[config.mk]
export PLATFORM = sky130hd
export DESIGN_NAME = zigbee_symbol_sequencer
export DESIGN_NICKNAME = d
export VERILOG_FILES = /design/src/rtl/zigbee_symbol_sequencer.sv
export SDC_FILE = /design/constraint.sdc
export NUM_CORES = 1
export LEC_CHECK = 0
export CAP_MARGIN = 20
export CORE_UTILIZATION = 30
export CTS_BUF_LIST = sky130_fd_sc_hd__clkbuf_4 sky130_fd_sc_hd__clkbuf_8
export DETAILED_ROUTE_END_ITERATION = 8
export PLACE_DENSITY_LB_ADDON = 0.15
export SLEW_MARGIN = 20
export SYNTH_ARGS = -nofsm -noshare
export SYNTH_HDL_FRONTEND = slang
export SYNTH_SLANG_ARGS = --single-unit
[constraint.sdc]
create_clock -name inClk -period 4.75 [get_ports inClk]
set_clock_uncertainty 0.2 [all_clocks]
set_input_delay 0.95 -clock inClk [delete_from_list [all_inputs] [get_ports inClk]]
set_output_delay 0.95 -clock inClk [all_outputs]
set_load 0.01 [all_outputs]
[src/rtl/zigbee_symbol_sequencer.sv]
// Symbol sequencer for the 802.15.4 transmit path: holds a 16-bit word, steps the
// 4:1 nibble mux select at symbol rate and emits chip/symbol strobes.
module zigbee_symbol_sequencer #(
   parameter int unsigned CHIP_DIV      = 4,
   parameter int unsigned CHIPS_PER_SYM = 32
) (
   input  logic        inClk,
   input  logic        inRst,
   input  logic [15:0] inWord,
   input  logic        inWordValid,
   output logic        outWordReady,
   input  logic        inFlush,
   output logic [15:0] outData,
   output logic [1:0]  outSel,
   output logic        outChipEn,
   output logic        outSymStart,
   output logic        outLastSym,
   output logic        outBusy
);

   localparam logic [3:0] DivLast  = 4'(CHIP_DIV - 1);
   localparam logic [4:0] ChipLast = 5'(CHIPS_PER_SYM - 1);

   typedef enum logic {StIdle, StRun} stateE;

   stateE       stateQ, stateD;
   logic [3:0]  divQ, divD;
   logic [4:0]  chipQ, chipD;
   logic [1:0]  slotQ, slotD;
   logic [15:0] dataQ, dataD;
   logic        chipEnQ, chipEnD;
   logic        symStartQ, symStartD;
   logic        terminal;
   logic        transfer;

   always_comb begin
      terminal     = (stateQ == StRun) && (slotQ == 2'd3) && (chipQ == ChipLast) &&
                     (divQ == DivLast);
      // Flush wins over a simultaneous transfer, so it masks ready outright.
      outWordReady = !inFlush && ((stateQ == StIdle) || terminal);
      transfer     = inWordValid && outWordReady;

      stateD = stateQ;
      divD   = divQ;
      chipD  = chipQ;
      slotD  = slotQ;
      dataD  = dataQ;

      unique case (stateQ)
         StIdle: begin
            if (transfer) begin
               dataD  = inWord;
               divD   = '0;
               chipD  = '0;
               slotD  = '0;
               stateD = StRun;
            end
         end
         StRun: begin
            if (inFlush || terminal) begin
               divD  = '0;
               chipD = '0;
               slotD = '0;
               if (transfer) begin
                  dataD = inWord;
               end else begin
                  stateD = StIdle;
               end
            end else if (divQ == DivLast) begin
               divD = '0;
               if (chipQ == ChipLast) begin
                  chipD = '0;
                  slotD = slotQ + 2'd1;
               end else begin
                  chipD = chipQ + 5'd1;
               end
            end else begin
               divD = divQ + 4'd1;
            end
         end
      endcase

      // Strobes are decoded from next state so they leave a flop clean.
      chipEnD   = (stateD == StRun) && (divD == 4'd0);
      symStartD = chipEnD && (chipD == 5'd0);
   end

   always_ff @(posedge inClk or posedge inRst) begin
      if (inRst) begin
         stateQ    <= StIdle;
         divQ      <= '0;
         chipQ     <= '0;
         slotQ     <= '0;
         dataQ     <= '0;
         chipEnQ   <= 1'b0;
         symStartQ <= 1'b0;
      end else begin
         stateQ    <= stateD;
         divQ      <= divD;
         chipQ     <= chipD;
         slotQ     <= slotD;
         dataQ     <= dataD;
         chipEnQ   <= chipEnD;
         symStartQ <= symStartD;
      end
   end

   assign outData     = dataQ;
   assign outSel      = slotQ;
   assign outChipEn   = chipEnQ;
   assign outSymStart = symStartQ;
   assign outLastSym  = (stateQ == StRun) && (slotQ == 2'd3);
   assign outBusy     = (stateQ == StRun);

endmodule

# After elaboration in Yosys (flattened, before gate mapping)
# Cells that the tools add are included.
[classes]
add_sub_neg = 3
n_eq_ne = 7
muxes = 20
bitwise_logic = 1
reduce_logical = 13
[op_table]
columns = ["cell", "count"]
rows = [
  ["$mux W16", 2],
  ["$pmux W16 S2", 1],
  ["$mux W5", 4],
  ["$mux W4", 3],
  ["$pmux W5 S2", 1],
  ["$mux W2", 4],
  ["$pmux W4 S2", 1],
  ["$logic_and A1 B1 Y1", 7],
  ["$ne A3 B1 Y1 const B", 2],
  ["$add A5 B1 Y5 const B", 1],
  ["$eq A5 B5 Y1 const B", 1],
  ["$logic_not A5 Y1", 1],
  ["$add A4 B1 Y4 const B", 1],
  ["$eq A4 B2 Y1 const B", 1],
  ["$logic_not A4 Y1", 1],
  ["$pmux W2 S2", 1],
  ["$reduce_and A3 Y1", 1],
  ["$add A2 B1 Y2 const B", 1],
  ["$eq A2 B2 Y1 const B", 1],
  ["$logic_or A1 B1 Y1", 2],
  ["$mux W1", 2],
  ["$ne A2 B1 Y1 const B", 1],
  ["$ne A2 B2 Y1 const B", 1],
  ["$pmux W1 S2", 1],
  ["2 further kinds", 2],
]
[word_totals]
reg_bits = 30
inputBits = 20
out_inout_bits = 23
elab_cells = 51

# Depth between registers and ports, before layout
[logic_depth]
word_depth = 12
ltp_mapped = 9
mapped_depth_nobuf = 8

# Worst setup path before layout
# Ideal clock, no wire load.
[synth_path]
path_kind = "reg-to-output"
start = "register chipQ[0]"
end = "output outWordReady"
arrival_time_ns = 1.444
required_ns = 3.600
setup_slack_ns = 2.156
stages_incl_launch_ff = 7
path_buffers = 1
cell_sequence = "dfrtp_1 ha_1 and3_1 ha_1 clkbuf_1 nand3_1 a21oi_1"
[synth_via]
elab_chain_cells = 5
[synth_lines]
columns = ["item", "line", "rtl"]
rows = [
  ["start: declaration", "28", "logic [4:0] chipQ, chipD;"],
  ["start signal: assignment", "100", "chipQ <= chipD;"],
  ["$eq A5 B5 Y1", "37", "terminal = (stateQ == StRun) && (slotQ == 2'd3) && (chipQ == ChipLast) &&"],
  ["$logic_and A1 B1 Y1 (2 in series)", "37", ""],
  ["$logic_or A1 B1 Y1", "40", "outWordReady = !inFlush && ((stateQ == StIdle) || terminal);"],
  ["$logic_and A1 B1 Y1", "40", ""],
  ["end: declaration", "11", "output logic outWordReady,"],
]
# Every way passes these cells.

# Worst setup path in the final report
# Ends and elaborated chain as after synthesis.

==> results_dict.tcl <==
set metrics [dict create \
    rsz0062_at_grt "false" \
    drtPass1Iterations 6 \
    ctsResizeCount 0 \
    place_ws_ns 1.35 \
    worst_slack_ns 1.31 \
    ioPinCount 43 \
    synth_most_common_cell "dfrtp_1" \
    core-area_sq_mm 0.00447 \
    drive_above_1_share 0.213 \
    grt-busiest-layer "met2" \
    fmax_mhz 291 \
    cp.required_ns 3.60 \
    grt_pass1_vias 1112 \
    yosysWarningCount 0 \
    drcViolationCount 4 \
    fin_hold_ws_ns 0.302 \
    antenna_found_initial 0 \
    gp_congestion 0.820 \
    area_growth_pct 40.0 \
    rr_worst_depth 7 \
    start_util 0.320 \
    worstSkewPairLatency_ns 0.28 \
    design_area_sq_mm 0.00200 \
    power_density_mw_per_mm2 351 \
    clkSinkCount 30 \
    cp-start-kind "register" \
    vias 1105 \
    cts_root_buf "clkbuf_8" \
    post_cts_buffers 0 \
    hold_depth 1 \
    synthesis.nets 139 \
    worstHoldEndpoint "outData[6]" \
    worstPathMaxFanout 9 \
    synthArstFlopShare 1.00 \
    maxCapViolations 0 \
    yosys.area.top_type "dfrtp_1" \
    use_met3 0.0456 \
    wire_per_inst_um 14.2 \
    fin_cells 216 \
    drtAntennaViolNets 0 \
    grt_pass1_wl_um 5180 \
    drtIter0Drc 86 \
    die_area_sq_mm 0.00505 \
    synthFlopType "dfrtp_1" \
    io_buffers 42 \
    tightestPinTransition_ns 0.506 \
    crit_type "register to output pin" \
    hold_start "outData[6]" \
    synth.avg_cell_area_sq_um 12.4 \
    synthTopCellsByArea "dfrtp_1 52%, mux2_2 13%, ha_1 3.5%" \
    antenna_cells 0 \
    dp_hpwl_um 2340 \
    hold_buffers 0 \
    cts_tree "yes" \
    leakage_nw 0.870 \
    clkTransAtPathRegs_ns 0.06 \
    synth_cell_type_count 38 \
    placed_area_sq_mm 0.00191 \
    synth_seq_cells 30 \
    row_count 24 \
    violations "design-rule violations" \
    syn-cell-area_sq_mm 0.00143 \
    setup_viol 0 \
    htree_num_levels 2 \
    timing.rr.end "outData[8]" \
    status "finished, violations left" \
    met2_usage 0.214 \
    syn_inst 115 \
    numCtsBuffers 5 \
    synth_top_cells_by_count "30 x dfrtp_1, 17 x mux2_2, 7 x o21ai_0" \
    peakVddDrop_v 0.000177 \
    nFillCells 430 \
    dieHeight_um 71.1 \
    maxSlewViolCount 0 \
    track_usage 0.136 \
    grt_max_degree 21 \
    r2r-start "chipQ[0]" \
    clk_path_buf_depth 2 \
    tns_ns 0 \
    dpl.cell_count 208 \
    hold_violations 0 \
    grt_overflow_total 0 \
    ff2ff_setup_slack_ns 2.31 \
    viasPerCell 5.12 \
    seq_area_frac_synth 0.524 \
    synth_edf_count 0 \
    max_slew_margin 0.661 \
    critPathArrivalTime_ns 2.29 \
    layout_min_cycle_time_ns 3.44 \
    period_share 0.724 \
    hold_class "register to register" \
    synth_top_area_frac 0.524 \
    final_nets 187 \
    chipWidth_um 71.1 \
    drt-total-wl_um 3060 \
    setup.worst_path.end_class "output pin" \
    globalRouteMet1Util 0.165 \
]
==> sequential cells by signal (all words and copies together) (netlist names) <==
register / cells
outSymStart: 1
outData: 16
divQ: 4
chipQ: 5
outChipEn: 1
outSel: 2
outBusy: 1
==> how the worst max path moves through the flow <==
stage / end / cells after the start / slack, ns / from
6_report: outWordReady / 6 / 1.31 / chipQ[0]
5_1_grt: outWordReady / 5 / 1.14 / divQ[0]
4_1_cts: outWordReady / 5 / 1.30 / divQ[0]
3_5_place_dp: outWordReady / 3 / 1.35 / inFlush
3_3_place_gp: outWordReady / 3 / 1.35 / inFlush
2_1_floorplan: outWordReady / 6 / 2.16 / chipQ[0]
==> cells in the final DEF, fill, tap and decap left out, types with 2 or more instances in the layout <==
cell type,Yosys,layout
nor2b_1,2,2
a21oi_1,3,3
dfrtp_1,30,30
o22ai_1,2,2
clkdlybuf4s50_1,0,42
nor2_1,2,2
ha_1,4,4
inv_1,3,3
and3_2,2,2
nor3_1,2,2
nand2_1,6,6
and3_1,2,2
nand2b_1,2,2
a22o_1,5,5
mux2_2,17,17
nand3_1,3,3
o21ai_0,7,7
clkbuf_8,0,6
o41ai_1,2,2
==> worst max-delay path, cell delays in order, from the launching register on <==
cell             delay (ns)
dfrtp_1                0.44
ha_1                   0.21
and3_1                 0.16
ha_1                   0.31
nand3_1                0.14
a21oi_1                0.18
clkdlybuf4s50_1        0.56
==> final cells by class <==
cell class / count / area (sq um) / share of cell area
Clock buffer: 7 / 90.1 / 0.0449
Clock inverter: 1 / 5.00 / 0.00250
Inverter: 3 / 11.3 / 0.00562
Multi-Input combinational cell: 80 / 654 / 0.326
Sequential cell: 30 / 751 / 0.375
Tap cell: 52 / 65.1 / 0.0325
Timing Repair Buffer: 43 / 428 / 0.213
==> power breakdown <==
group / switching [mW] / total [mW] / internal [mW]
clock network: 0.0915 / 0.214 / 0.122
registers: 0.0215 / 0.313 / 0.292
logic: 0.0674 / 0.176 / 0.109
==> stage by stage <==
step	total power, mW	utilization
6_report	0.703	0.448
5_1_grt	0.743	0.448
4_1_cts	0.714	0.448
3_5_place_dp	0.497	0.427
3_3_place_gp	0.493	0.427
2_1_floorplan	0.395	-
==> per-layer routing <==
| layer | part of all wire | routed length, um |
|---|---|---|
| met1 | 0.46 | 1400 |
| met2 | 0.47 | 1430 |
| met3 | 0.057 | 176 |
| met4 | 0.020 | 61 |
| met5 | 0 | 0 |
==> cells by family (layout without fill, tap and decap cells) <==
family          Yosys count  after routing  synth area share
buf+inv                   5             54            0.0184
mux                      18             18             0.141
fa+ha+maj                 4              4            0.0350
compound gates           25             25             0.126
simple gates             33             33             0.156
flops                    30             30             0.524
No activity file was read; power rests on OpenSTA's default activity.
